File: config.mk
export PLATFORM = sky130hd
export DESIGN_NAME = uart_tx
export DESIGN_NICKNAME = d
export VERILOG_FILES = /design/src/rtl/uart_tx.sv
export SDC_FILE = /design/constraint.sdc
export NUM_CORES = 1
export LEC_CHECK = 0
export ABC_AREA = 1
export BUFFER_PORTS_ARGS = -buffer_cell sky130_fd_sc_hd__buf_2
export CAP_MARGIN = 20
export CELL_PAD_IN_SITES_DETAIL_PLACEMENT = 2
export CELL_PAD_IN_SITES_GLOBAL_PLACEMENT = 2
export CORE_MARGIN = 2
export CORE_UTILIZATION = 30
export CTS_CLUSTER_DIAMETER = 40
export CTS_CLUSTER_SIZE = 14
export DETAILED_ROUTE_END_ITERATION = 10
export GPL_ROUTABILITY_DRIVEN = 0
export PLACE_DENSITY_LB_ADDON = 0.1
export SLEW_MARGIN = 15
export SYNTH_ARGS = -nofsm -noshare
export SYNTH_HDL_FRONTEND = slang
export SYNTH_SLANG_ARGS = --single-unit
export TNS_END_PERCENT = 10
File: constraint.sdc
create_clock -name clk -period 2.7 [get_ports clk]
set_input_delay 0.54 -clock clk [delete_from_list [all_inputs] [get_ports clk]]
set_output_delay 0.54 -clock clk [all_outputs]
set_load 0.01 [all_outputs]
File: src/rtl/uart_tx.sv
// uart_tx: byte-wide valid/ready in, 8N1/8E1/8O1/8x2 serial frame out on txd.
// Bit timing comes from a cycles-per-bit counter on the system clock; all
// outputs come straight from flops.
module uart_tx #(
  parameter int CLK_DIV    = 434,
  parameter int PARITY_EN  = 0,
  parameter int PARITY_ODD = 0,
  parameter int STOP_BITS  = 1
) (
  input  logic       clk,
  input  logic       rst_n,
  input  logic [7:0] tx_data,
  input  logic       tx_valid,
  output logic       tx_ready,
  output logic       txd,
  output logic       busy
);

  localparam int CW = $clog2(CLK_DIV);

  typedef enum logic [2:0] {IDLE, START, DATA, PARITY, STOP} state_t;

  state_t          state_q, state_d;
  logic [CW-1:0]   cnt_q, cnt_d;
  logic [2:0]      idx_q, idx_d;     // data bit index, reused to count stop bits
  logic [7:0]      shift_q, shift_d;
  logic            par_q, par_d;
  logic            txd_d, ready_d, busy_d;
  logic            bit_end, accept;

  assign bit_end = (cnt_q == CW'(CLK_DIV - 1));
  assign accept  = (state_q == IDLE) && tx_valid && tx_ready;

  // State and datapath registers; outputs are registered next-values.
  always_ff @(posedge clk) begin
    if (!rst_n) begin
      state_q  <= IDLE;
      cnt_q    <= '0;
      idx_q    <= '0;
      shift_q  <= '0;
      par_q    <= 1'b0;
      txd      <= 1'b1;
      tx_ready <= 1'b0;
      busy     <= 1'b0;
    end else begin
      state_q  <= state_d;
      cnt_q    <= cnt_d;
      idx_q    <= idx_d;
      shift_q  <= shift_d;
      par_q    <= par_d;
      txd      <= txd_d;
      tx_ready <= ready_d;
      busy     <= busy_d;
    end
  end

  // Next-state: advance one frame field per completed bit period.
  always_comb begin
    state_d = state_q;
    case (state_q)
      IDLE:    if (accept) state_d = START;
      START:   if (bit_end) state_d = DATA;
      DATA:    if (bit_end && idx_q == 3'd7)
                 state_d = (PARITY_EN != 0) ? PARITY : STOP;
      PARITY:  if (bit_end) state_d = STOP;
      STOP:    if (bit_end && idx_q == 3'(STOP_BITS - 1)) state_d = IDLE;
      default: state_d = IDLE;
    endcase
  end

  // Output/datapath next-values: txd_d is the level of the bit that starts
  // on the coming edge, so txd changes exactly on bit boundaries.
  always_comb begin
    cnt_d   = (state_q == IDLE || bit_end) ? '0 : cnt_q + 1'b1;
    idx_d   = idx_q;
    shift_d = shift_q;
    par_d   = par_q;
    txd_d   = txd;
    ready_d = (state_d == IDLE);
    busy_d  = (state_d != IDLE);
    case (state_q)
      IDLE: begin
        txd_d = 1'b1;
        if (accept) begin
          shift_d = tx_data;
          par_d   = (^tx_data) ^ (PARITY_ODD != 0);
          idx_d   = '0;
          txd_d   = 1'b0;
        end
      end
      START: if (bit_end) begin
        txd_d = shift_q[0];
        idx_d = '0;
      end
      DATA: if (bit_end) begin
        shift_d = shift_q >> 1;
        if (idx_q == 3'd7) begin
          idx_d = '0;
          txd_d = (PARITY_EN != 0) ? par_q : 1'b1;
        end else begin
          idx_d = idx_q + 3'd1;
          txd_d = shift_q[1];
        end
      end
      PARITY: if (bit_end) begin
        idx_d = '0;
        txd_d = 1'b1;
      end
      STOP: if (bit_end) begin
        txd_d = 1'b1;
        idx_d = (idx_q == 3'(STOP_BITS - 1)) ? 3'd0 : idx_q + 3'd1;
      end
      default: txd_d = 1'b1;
    endcase
  end

endmodule

# After elaboration in Yosys (flattened, before gate mapping)
# Index checks and enable logic that the tools add are counted.
[classes] n_bitwise=1 reduce_logical=17 shifts=0 mux=22 n_mul=0 n_addsub=2 order_cmp=0 div_mod_pow=0 n_eq_ne=12
[ops] cell="$mux 3" count=11
[ops] cell="$mux 8" count=2
[ops] cell="$pmux 8 s2" count=1
[ops] cell="$pmux 3 s5" count=1
[ops] cell="$pmux 3 s4" count=1
[ops] cell="$add 9x1->9 const B" count=1
[ops] cell="$eq 9x9->1 const B" count=1
[ops] cell="$logic_not 3->1" count=3
[ops] cell="$ne 2x2->1 const B" count=4
[ops] cell="$eq 3x2->1 const B" count=2
[ops] cell="$eq 3x3->1 const B" count=2
[ops] cell="$reduce_and 3->1" count=2
[ops] cell="$reduce_or 2->1" count=3
[ops] cell="$mux 1" count=5
[ops] cell="$reduce_and 5->1" count=1
[ops] cell="$logic_and 1x1->1" count=4
[ops] cell="$ne 2x1->1 const B" count=2
[ops] cell="$pmux 1 s4" count=1
[ops] cell="$reduce_bool 4->1" count=1
[ops] cell="$add 3x1->3 const B" count=1
[ops] cell="$eq 3x1->1 const B" count=1
[ops] cell="$reduce_bool 3->1" count=1
[ops] cell="$reduce_bool 2->1" count=1
[ops] cell="$logic_or 1x1->1" count=1
[ops] cell="$not 1->1" count=1
[totals] latchBits=0 input_bits=11 n_memories=0 output_inout_bits=3 ram_bits=0 mem_bits_ro=0 ff_bits=26

# Depth between registers and ports, before layout
# Gate-level depths: netlist of the first run.
[logic_depth] depth_word=6 mapped_depth=10

# Worst setup path before layout of the first run
# No wires, ideal clock.
[synth_path] path_type="reg2reg" startpoint="register cnt_q[0]" endpoint="register shift_q[4]" setup_time_ns=0.115 path_buffers=1 arrival_time_ns=1.253 path_slack_ns=1.332 period_less_slack_ns=1.368 required_ns=2.585 path_stages_with_launch=10 cell_sequence="dfxtp_1 ha_1 nand2_1 nor2_1 nand2_2 nand2_4 nand2_4 buf_12 o21ai_2 a21oi_2"
[synth_via] elab_chain_len=3
[synth_rtl] item="start: declaration" line="24" source="logic [CW-1:0] cnt_q, cnt_d;"
[synth_rtl] item="start signal: assignment" line="47" source="cnt_q <= cnt_d;"
[synth_rtl] item="$eq 9x9->1" line="31" source="assign bit_end = (cnt_q == CW'(CLK_DIV - 1));"
[synth_rtl] item="$ne 2x2->1 (no source line)"
[synth_rtl] item="$reduce_and 3->1 (no source line)"
[synth_rtl] item="end signal: assignment" line="49" source="shift_q <= shift_d;"
[synth_rtl] item="end: declaration" line="26" source="logic [7:0] shift_q, shift_d;"
# Every way passes these cells.
# A chain may end at the register's enable or synchronous reset.

# Worst setup path after layout of the first run
[layout_path] startpoint="register cnt_q[0]" endpoint="register shift_q[0]"
# The elaborated chain is that of the path after synthesis.

==> impl_summary.log, run 1 <==
[metrics] Synth cell types: 30
[metrics] Clock H-tree levels: 1
[metrics] total I/O pin count: 14
[metrics] clock root buffer master: sky130_fd_sc_hd__clkbuf_8
[metrics] IO buf count: 13
[metrics] WP data arrival: ~1800 ps
[metrics] total nets after synthesis: about 200
[metrics] largest voltage drop on the vdd net: 0.000225 V
[metrics] synthesized-area fraction occupied by ao, oa, aoi and oai cells: ~14%
[metrics] width of the die: 71.9 um
[metrics] top achievable clock speed: 638 MHz
[metrics] post-placement setup slack: 1110 ps
[metrics] number of antenna violations at the first check in global routing: 0
[metrics] top flip-flop cell by instance count after synthesis: sky130_fd_sc_hd__dfxtp_1
[metrics] switching power as a share of total power: around 25%
[metrics] multiplexer share of the synthesized area: 0%
[metrics] sequential cell area: between 500 and 600 um2
[metrics] Post-synth EDFFs: 0
[metrics] setup repair after global routing missed its margin: no
[metrics] internal cell power: approximately 640 uW
[metrics] tightest slew margin relative to the limit: about three quarters
[metrics] share of the clock period used by the worst path: 58.0%
[metrics] total CTS buffers: 3
[metrics] fraction of final layout cells with drive strength greater than 1: between 20 and 25%
[metrics] share of total power in sequential cells: 48.6%
[metrics] global-route wire length before repair: 5.96 mm
[metrics] top cells by area, synth: sky130_fd_sc_hd__dfxtp_1, sky130_fd_sc_hd__nand2_1, sky130_fd_sc_hd__nor2_1, sky130_fd_sc_hd__ha_1, sky130_fd_sc_hd__inv_1
[metrics] Seq cells post-synth: 26
[metrics] drt first-iter violations: 31
[metrics] iteration count of the initial detailed-routing pass: 4
[metrics] setup slack on the worst flop-to-flop path: approximately 1100 ps
[metrics] total vias in the final route: 1208
[metrics] net switching component of the power: approximately 210 uW
[metrics] area leader, netlist: sky130_fd_sc_hd__dfxtp_1
[metrics] sequential area share after synthesis: between 30% and 40%
[metrics] number of cell rows: 24
[metrics] fill cell count: 535
[metrics] Final Total Pwr: 858 uW
[metrics] remaining antenna violation count after routing: 0
[metrics] number of cells on the worst reg-to-reg path: 9
[metrics] number of hold buffers added after CTS: 0
[metrics] synthesized netlist cell count: roughly 190
[metrics] clock tree from TritonCTS: yes
[metrics] core region area: 4380 um2
[metrics] kind of start point of the critical path: register
[metrics] post-synthesis cell area: 1380 um2
[metrics] critical register-to-register path endpoint: shift_q[0]$_SDFFE_PN0P_
[metrics] timing endpoint of the critical path: shift_q[0]$_SDFFE_PN0P_
[metrics] cell area after layout: 1550 um2
[metrics] Logic pwr share: between 10% and 20%
[metrics] total power density per cell area: 554 nW/um2
[metrics] area share of the largest cell type after synthesis: 37.6%
[metrics] Crit path required time: 2910 ps
[metrics] static power due to leakage: around 0.70 nW
[metrics] beginning of the worst register-to-register path: cnt_q[0]$_SDFF_PP0_
[metrics] Warnings, synthesis: 0
[metrics] Area Growth Syn to Fin: 11.9%
[metrics] Multi-input gate area: 749 um2
[metrics] global route total overflow: 0
[metrics] FFs w/ async S/R, synth: 0%
[metrics] min setup slack post-route: 1130 ps
[metrics] final total negative setup slack: 0 ps
[metrics] GR Util All Layers: between 10% and 20%
[metrics] post-layout net count: 216
[metrics] pin count of the biggest net entering global routing: 18
[metrics] register clock-pin slew on the reported worst setup and hold paths: 100 ps
[metrics] utilization after layout: 35.3%
[metrics] xor and xnor fraction of the mapped netlist area: 1.27%
[metrics] fraction of the mapped netlist area in simple logic gates: 34.6%
[metrics] skew final: roughly 7.6 ps
[metrics] vias per inst: 4.81
[metrics] critical path capture point type: register
[metrics] WS Path Type: reg2reg
[metrics] endpoints failing hold: 0
[metrics] die span in y: 71.9 um
[metrics] clock insertion delay at the later pin of the skew report: 280 ps
[metrics] number of sinks handled by clock tree synthesis: 26
[metrics] Post-Synth Adder-Cell Area: 4.52%
[metrics] clock network fraction of total power: 38.8%
[metrics] Ant. Diodes: 0
[metrics] DRC errors left: 0
[metrics] area after detailed placement: 1480 um2
[metrics] syn_area_per_cell: 7.47 um2
[metrics] dominant combinational cell family by area after synthesis: simple AND/OR/NAND/NOR gates
[metrics] Worst Setup SP: cnt_q[0]$_SDFF_PP0_
[metrics] # Max-Cap Violations: 0
[metrics] maximum clock insertion buffer count: 2
[metrics] initial core utilization: 31.5%
[metrics] clock period minus worst slack: 1570 ps
[metrics] setup bufs post-CTS: 0
[metrics] count of final max-slew check failures: 0
[metrics] class of the tightest hold or removal check: reg2reg
[metrics] number of gates resized after cts: 0
[metrics] critical path fanouts, max: 13
[metrics] Avg WL per Cell: 13.8 um
[metrics] Routed Wire Length: roughly 3.5 mm
[metrics] vias in the first global route: 1243
[metrics] transition at the pin with the smallest max-transition slack: 379 ps
[metrics] most frequent cell after synthesis: sky130_fd_sc_hd__nand2_1
[metrics] run status: complete, no violations
[metrics] full die area: slightly above 5000 um2
[metrics] total half-perimeter wirelength after legalization and detailed placement: ~2.8 mm
[metrics] number of setup violations in the final report: 0
[metrics] Synth top cells by count: sky130_fd_sc_hd__nand2_1, sky130_fd_sc_hd__dfxtp_1, sky130_fd_sc_hd__nor2_1, sky130_fd_sc_hd__inv_1
per-stage QoR:
| step | hold WS (ps) | cells |
|---|---|---|
| floorplan | 424 | 185 |
| global placement | 439 | 247 |
| detailed placement | 454 | 247 |
| CTS | 470 | 251 |
| global route | 493 | 251 |
| finish | 460 | 251 |
how the worst min path moves through the flow:
stage	from	end	slack, ps	cells after the start
6_report	shift_q[2]$_SDFFE_PN0P_	shift_q[2]$_SDFFE_PN0P_	460	2
5_1_grt	shift_q[2]$_SDFFE_PN0P_	shift_q[2]$_SDFFE_PN0P_	490	2
4_1_cts	shift_q[2]$_SDFFE_PN0P_	shift_q[2]$_SDFFE_PN0P_	470	2
3_5_place_dp	shift_q[3]$_SDFFE_PN0P_	shift_q[3]$_SDFFE_PN0P_	450	2
3_3_place_gp	shift_q[3]$_SDFFE_PN0P_	shift_q[3]$_SDFFE_PN0P_	440	2
2_1_floorplan	shift_q[2]$_SDFFE_PN0P_	shift_q[2]$_SDFFE_PN0P_	420	2
final cells by class:
class / count / area share [%]
sequential: 26 / 33.6
clock inverter: 1 / 1.94
clock buffer: 3 / 2.67
timing repair buffer: 13 / 4.20
inverter: 20 / 4.93
tap: 52 / 4.20
multi-input combinational: 136 / 48.4
critical path, cell delays in order (launching register included):
cell and delay, ps:
sky130_fd_sc_hd__dfxtp_1 400, sky130_fd_sc_hd__ha_1 180, sky130_fd_sc_hd__nand2_1 50, sky130_fd_sc_hd__nor2_1 140, sky130_fd_sc_hd__nand2_2 180, sky130_fd_sc_hd__nand2_4 120, sky130_fd_sc_hd__nand2_4 120, sky130_fd_sc_hd__inv_1 130
sky130_fd_sc_hd__nor2_1 60, sky130_fd_sc_hd__nor2_1 120
cells by family after synthesis:
family,Yosys count
AND/OR/NAND/NOR,100
AO/OA/AOI/OAI,29
buffers and inverters,23
XOR/XNOR,2
adder cells (fa/ha/maj),5
flip-flops,26
state kept, by name, indices dropped and copies added (netlist names):
signal    cells
cnt_q         9
idx_q         3
state_q       3
txd           1
shift_q       8
busy          1
tx_ready      1
cells in the final DEF, fill, tap and decap left out, drive strengths merged, types with 3 or more instances in the layout:
cell type	Yosys	routed
inv	19	19
ha	5	5
nor2	27	27
dfxtp	26	26
buf	3	13
nor3	5	5
nand2	49	49
nand3	13	13
o21ai	16	16
clkbuf	0	3
a21oi	11	11
power by group through the flow:
stage	Sequential (mW)	Clock, mW	Combinational (mW)
finish	0.417	0.333	0.108
global route	0.420	0.364	0.124
CTS	0.417	0.352	0.111
detailed placement	0.426	0	0.110
global placement	0.425	0	0.105
floorplan	0.425	0	0.0792
routing by layer:
metal | track usage, % | vias up | share of wire, %
li1 | - | 618 | -
met4 | 6.29 | 0 | 1.9
met5 | 0 | - | 0
met3 | 2.11 | 5 | 2.1
met1 | 20.6 | 572 | 50
met2 | 23.4 | 13 | 46
(Power assumes the default switching activity.)
==> inputs of run 2 (changes only) <==
- clock period: 2.7 -> 1.38 ns (I/O delays scaled with it)
==> impl_summary.log, run 2 (synthesis gave the netlist of run 1 again) <==
[metrics] run status: complete, but fails checks
[metrics] violated checks: negative setup slack
[metrics] global route total overflow: 0 (unchanged)
[metrics] core region area: 4380 um2 (unchanged)
[metrics] cell with the largest stage delay on the worst path: sky130_fd_sc_hd__dfxtp_2
[metrics] number of hold buffers added after CTS: 0 (unchanged)
[metrics] transition at the pin with the smallest max-transition slack: 310 ps (-68.1 ps)
[metrics] min setup slack post-route: -55.3 ps (-1190 ps)
[metrics] fraction of final layout cells with drive strength greater than 1: 40.8% (+18 points)
[metrics] maximum clock insertion buffer count: 2 (unchanged)
[metrics] register ranked first by flip-flop count: cnt_q
[metrics] IO buf count: 13 (unchanged)
[metrics] Worst Setup SP: cnt_q[1]$_SDFF_PP0_
[metrics] Crit path required time: 1560 ps (-1350 ps)
[metrics] critical path capture point type: register
[metrics] total vias in the final route: 1288 (+6.6%)
[metrics] largest registers: cnt_q: 9 flops, shift_q: 8 flops
[metrics] critical path fanouts, max: 8 (-5)
[metrics] flip-flop count of the largest register, all copies and words added: 9 (unchanged)
[metrics] drt first-iter violations: 14 (-55%)
[metrics] total CTS buffers: 3 (unchanged)
[metrics] share of the clock period used by the worst path: 104% (+46 points)
[metrics] clock insertion delay at the later pin of the skew report: 280 ps (about the same)
[metrics] remaining antenna violation count after routing: 0 (unchanged)
[metrics] clock root buffer master: sky130_fd_sc_hd__clkbuf_8
[metrics] clock period minus worst slack: 1440 ps (-132 ps)
[metrics] class of the tightest hold or removal check: in2reg
[metrics] beginning of the worst register-to-register path: cnt_q[1]$_SDFF_PP0_
[metrics] count of final max-slew check failures: 0 (unchanged)
[metrics] vias in the first global route: 1415 (+14%)
[metrics] post-placement setup slack: -120 ps (-1230 ps)
[metrics] static power due to leakage: 0.808 nW (+16%)
[metrics] Final Total Pwr: 1.73 mW (+100%)
[metrics] WP data arrival: 1610 ps (-170 ps)
[metrics] iteration count of the initial detailed-routing pass: 4 (unchanged)
[metrics] maximum single-stage delay on the critical path: 350 ps (-50 ps)
[metrics] CP cell instances: inv_1 > ha_1 > nand2_2 > nor2_4 > nand2_4 > buf_4 > buf_4 > nand3_1 > o21ai_1 > nand3_1
[metrics] kind of start point of the critical path: register
[metrics] Ant. Diodes: 0 (unchanged)
[metrics] tightest slew margin relative to the limit: 79.1% (+4.5 points)
[metrics] endpoints failing hold: 0 (unchanged)
[metrics] clock tree from TritonCTS: yes
[metrics] vias per inst: 4.77 (-0.88%)
[metrics] total power density per cell area: 957 nW/um2 (+73%)
[metrics] width of the die: 71.9 um (unchanged)
[metrics] global-route wire length before repair: 6.73 mm (+13%)
[metrics] DRC errors left: 0 (unchanged)
[metrics] GR Util All Layers: 16.7% (+1.8 points)
[metrics] largest voltage drop on the vdd net: 0.000370 V (+64%)
[metrics] Multi-input gate area: 871 um2 (+16%)
[metrics] utilization after layout: 41.3% (+6.0 points)
[metrics] # Max-Cap Violations: 0 (unchanged)
[metrics] register clock-pin slew on the reported worst setup and hold paths: 100 ps (about the same)
[metrics] WS Path Type: reg2reg
[metrics] number of sinks handled by clock tree synthesis: 26 (unchanged)
[metrics] Area Growth Syn to Fin: 30.9%
[metrics] most frequent standard cell in the layout excluding fill and tap cells: sky130_fd_sc_hd__nand2_1
[metrics] post-layout net count: 235 (+8.8%)
[metrics] top achievable clock speed: 697 MHz (+9.2%)
[metrics] highest-count cells in the layout ignoring fill and taps: sky130_fd_sc_hd__nand2_1, sky130_fd_sc_hd__dfxtp_1, sky130_fd_sc_hd__nor2_1, sky130_fd_sc_hd__buf_4
[metrics] total half-perimeter wirelength after legalization and detailed placement: 2.96 mm (+6.6%)
[metrics] number of cell rows: 24 (unchanged)
[metrics] Routed Wire Length: 3.86 mm (+12%)
[metrics] total I/O pin count: 14 (unchanged)
[metrics] launch point of the worst hold path: tx_data[7]
[metrics] full die area: 5170 um2 (unchanged)
[metrics] sequential cell area: 526 um2 (+0.96%)
[metrics] Clock H-tree levels: 1 (unchanged)
[metrics] initial core utilization: 31.5% (unchanged)
[metrics] number of setup violations in the final report: 3 (+3)
[metrics] setup repair after global routing missed its margin: yes
[metrics] skew final: 7.62 ps (-0.0150 ps)
[metrics] die span in y: 71.9 um (unchanged)
[metrics] pin count of the biggest net entering global routing: 16 (-2)
[metrics] number of antenna violations at the first check in global routing: 0 (unchanged)
[metrics] Avg WL per Cell: 14.3 um (+3.9%)
[metrics] fill cell count: 500 (-6.5%)
run 2: cell count changes in the layout (fill, tap and decap cells not counted), moves of 4 or more:
cell                      before  now
sky130_fd_sc_hd__buf_4         0   18
sky130_fd_sc_hd__nand2_1      44   39
sky130_fd_sc_hd__nor2_1       25   20
sky130_fd_sc_hd__dfxtp_1      26   22
sky130_fd_sc_hd__dfxtp_2       0    4
run 2: routing by layer:
layer	global-route usage, %	wire, um	up-vias
met2	29.0	2000	12
met5	0	0	-
met4	5.66	48	0
li1	-	-	659
met1	21.2	1760	613
met3	2.11	61	4
run 2: final cells by class:
type / count / area share (%)
flip-flops and latches: 26 / 29.0
clock inverters: 1 / 1.66
repair buffers: 31 / 11.1
inverters: 20 / 4.22
clock buffers: 3 / 2.28
well taps: 52 / 3.60
multi-input cells: 137 / 48.1
run 2: timing repair:
item | 4_1_cts | 5_1_grt
endpoints found under the setup margin | 21 | 22
pin swaps | 5 | 6
buffers inserted | 2 | 2
cloned | 1 | 0
gates resized for setup | 22 | 14
run 2: final timing paths:
| path | end | slack (ps) | depth (start not counted) |
|---|---|---|---|
| setup / recovery | txd$_SDFFE_PN1P_ | -60 | 10 |
| hold / removal | shift_q[7]$_SDFFE_PN0P_ | 270 | 3 |
| setup reg to reg | txd$_SDFFE_PN1P_ | -60 | 10 |
| hold reg to reg | shift_q[3]$_SDFFE_PN0P_ | 450 | 2 |
run 2: worst max-delay path: cells and delay by family, from the launching register on:
family,cells,cell delay [ps]
AOI/OAI and AO/OA,1,90
adders and majority gates,1,180
buffers and inverters,3,290
DFF,1,350
and+or+nand+nor,5,410
run 2: where the power goes:
part / internal [mW] / switching, mW / leakage, nW
logic: 0.111 / 0.152 / 0.558
registers: 0.791 / 0.0247 / 0.214
clock network: 0.389 / 0.263 / 0.0357
total: 1.29 / 0.440 / 0.808
run 2: through the flow:
stage	hold slack (ps)	cells	setup TNS, ps	instance area (um2)
2_1_floorplan	393	185	0	1380
3_3_place_gp	434	261	-154	1580
3_5_place_dp	441	261	-1280	1580
4_1_cts	269	268	-95.7	1760
5_1_grt	280	270	-1540	1810
6_report	275	270	-72.0	1810
==> inputs of run 3 (changes only) <==
- CORE_MARGIN: 2 -> not set
==> impl_summary.log, run 3 (synthesis gave the netlist of run 1 again) <==
[metrics] Routed Wire Length: 4.45 mm (+15%)
[metrics] critical path fanouts, max: 3 (-5)
[metrics] static power due to leakage: 0.863 nW (+6.8%)
[metrics] kind of start point of the critical path: register
[metrics] tightest slew margin relative to the limit: 80.5% (+1.4 points)
[metrics] critical path capture point type: register
[metrics] endpoints failing hold: 0 (unchanged)
[metrics] share of total power in sequential cells: 45.9% (-1.2 points)
[metrics] number of sinks handled by clock tree synthesis: 26 (unchanged)
[metrics] total vias in the final route: 1352 (+5.0%)
[metrics] fraction of final layout cells with drive strength greater than 1: 46.7% (+5.8 points)
[metrics] top achievable clock speed: 719 MHz (+3.2%)
[metrics] skew final: 1.78 ps (-5.84 ps)
[metrics] share of the clock period used by the worst path: 101% (-3.2 points)
[metrics] Area Growth Syn to Fin: 40.9%
[metrics] number of cell rows: 24 (unchanged)
[metrics] iteration count of the initial detailed-routing pass: 4 (unchanged)
[metrics] most frequent standard cell in the layout excluding fill and tap cells: sky130_fd_sc_hd__nand2_1
[metrics] transition at the pin with the smallest max-transition slack: 292 ps (-18.1 ps)
[metrics] drt first-iter violations: 39 (+25)
[metrics] die span in y: 69.9 um (-2.8%)
[metrics] full die area: 4880 um2 (-5.5%)
[metrics] largest registers: cnt_q: 9 flops, shift_q: 8 flops
[metrics] number of antenna violations at the first check in global routing: 0 (unchanged)
[metrics] Ant. Diodes: 0 (unchanged)
[metrics] maximum clock insertion buffer count: 2 (unchanged)
[metrics] total power density per cell area: 912 nW/um2 (-4.7%)
[metrics] clock tree from TritonCTS: yes
[metrics] run status: complete, but fails checks
[metrics] register ranked first by flip-flop count: cnt_q
[metrics] final standard cell count with taps included and fillers excluded: 277 (+2.6%)
[metrics] Worst Hold Slack: 246 ps (-28.8 ps)
[metrics] clock network fraction of total power: 37.1% (-0.6 points)
[metrics] placed insts: 269 (+3.1%)
[metrics] switching power as a share of total power: 26.5% (+1.1 points)
[metrics] vias per inst: 4.88 (+2.3%)
[metrics] setup repair after global routing missed its margin: yes
[metrics] violated checks: negative setup slack
[metrics] highest-count cells in the layout ignoring fill and taps: sky130_fd_sc_hd__nand2_1, sky130_fd_sc_hd__dfxtp_1, sky130_fd_sc_hd__buf_4, sky130_fd_sc_hd__nor2_1
[metrics] clock root buffer master: sky130_fd_sc_hd__clkbuf_8
[metrics] total CTS buffers: 3 (unchanged)
[metrics] WS Path Type: reg2reg
[metrics] sequential cell area: 532 um2 (+1.2%)
[metrics] Multi-input gate area: 947 um2 (+8.8%)
[metrics] initial core utilization: 31.5% (unchanged)
[metrics] clock insertion delay at the later pin of the skew report: 280 ps (about the same)
[metrics] GR Util All Layers: 18.9% (+2.2 points)
[metrics] WP data arrival: 1570 ps (-40 ps)
[metrics] Crit path required time: 1550 ps (about the same)
[metrics] total I/O pin count: 14 (unchanged)
[metrics] flip-flop count of the largest register, all copies and words added: 9 (unchanged)
[metrics] IO buf count: 13 (unchanged)
[metrics] global-route wire length before repair: 7.33 mm (+8.9%)
[metrics] largest voltage drop on the vdd net: 0.000514 V (+39%)
[metrics] global route total overflow: 0 (unchanged)
[metrics] vias in the first global route: 1499 (+5.9%)
[metrics] clock period minus worst slack: 1390 ps (-44.0 ps)
[metrics] fill cell count: 493 (-1.4%)
[metrics] post-placement setup slack: -127 ps (-7.18 ps)
[metrics] # Max-Cap Violations: 0 (unchanged)
[metrics] post-layout net count: 242 (+3.0%)
[metrics] remaining antenna violation count after routing: 0 (unchanged)
[metrics] DRC errors left: 0 (unchanged)
[metrics] count of final max-slew check failures: 0 (unchanged)
[metrics] core region area: 4380 um2 (unchanged)
[metrics] total half-perimeter wirelength after legalization and detailed placement: 3.22 mm (+8.7%)
[metrics] net switching component of the power: 471 uW (+7.1%)
[metrics] Avg WL per Cell: 16.1 um (+12%)
[metrics] utilization after layout: 44.4% (+3.2 points)
[metrics] pin count of the biggest net entering global routing: 16 (unchanged)
[metrics] min setup slack post-route: -11.3 ps (+44.0 ps)
[metrics] class of the tightest hold or removal check: in2reg
[metrics] Clock H-tree levels: 1 (unchanged)
[metrics] Logic pwr share: 17.0% (+1.8 points)
[metrics] final total negative setup slack: -11.3 ps (+60.6 ps)
[metrics] register clock-pin slew on the reported worst setup and hold paths: 100 ps (about the same)
[metrics] width of the die: 69.9 um (-2.8%)
[metrics] internal cell power: 1.31 mW (+1.2%)
[metrics] number of setup violations in the final report: 1 (-2)
-- run 3: cell types whose count changed in the layout (fill, tap and decap cells not counted), sizes merged --
cell	change
buf	+6
nand3	+1
-- run 3: per-stage QoR --
step | power [mW] | cell area (um2)
global placement | 1.06 | 1640
detailed placement | 1.08 | 1640
CTS | 1.76 | 1800
floorplan | 0.987 | 1380
global route | 1.86 | 1950
finish | 1.78 | 1950
-- run 3: area by class of cell --
cell class	instances	share of cell area, %
Tap cell	52	3.34
Inverter	20	3.92
Clock buffer	3	2.12
Timing Repair Buffer	37	13.2
Clock inverter	1	1.54
Sequential cell	26	27.3
Multi-Input combinational cell	138	48.6
-- run 3: worst paths after layout --
| path | start | endpoint | cells after the start | slack, ps |
|---|---|---|---|---|
| worst max-delay path | state_q[2]$_SDFF_PN0_ | tx_ready$_SDFF_PN0_ | 9 | -10 |
| worst min register to register | shift_q[4]$_SDFFE_PN0P_ | shift_q[4]$_SDFFE_PN0P_ | 2 | 470 |
| worst min-delay path | tx_data[7] | shift_q[7]$_SDFFE_PN0P_ | 3 | 250 |
| worst max register to register | state_q[2]$_SDFF_PN0_ | tx_ready$_SDFF_PN0_ | 9 | -10 |
-- run 3: per-layer routing --
| metal | routed length [um] | global-route usage (%) | vias up |
|---|---|---|---|
| li1 | - | - | 673 |
| met1 | 2010 | 23.0 | 659 |
| met2 | 2300 | 34.7 | 14 |
| met3 | 86 | 2.60 | 6 |
| met4 | 57 | 4.67 | 0 |
| met5 | 0 | 0 | - |
-- run 3: what timing repair did --
item,in CTS,in global routing
pin swaps,3,15
setup buffers,0,2
setup endpoints to repair,23,21
hold buffers,0,0
cloned,1,1
resized for setup,24,33
-- run 3: worst max-delay path, cell delays in order (launching register included) --
cell	delay, ps
sky130_fd_sc_hd__dfxtp_1	340
sky130_fd_sc_hd__buf_4	150
sky130_fd_sc_hd__nor2_2	260
sky130_fd_sc_hd__nand2_1	130
sky130_fd_sc_hd__nand2_1	90
sky130_fd_sc_hd__nand2_1	70
sky130_fd_sc_hd__nand3_2	100
sky130_fd_sc_hd__nor2_4	40
sky130_fd_sc_hd__nand2_1	70
sky130_fd_sc_hd__nor2_1	50
-- run 3: power by group through the flow --
stage                     registers (mW)  clock network, mW  logic, mW
after floorplan                    0.832                  0      0.155
after global placement             0.829                  0      0.233
after detailed placement           0.833                  0      0.251
after CTS                          0.816              0.670      0.276
after global routing               0.822              0.701      0.336
final                              0.815              0.659      0.303
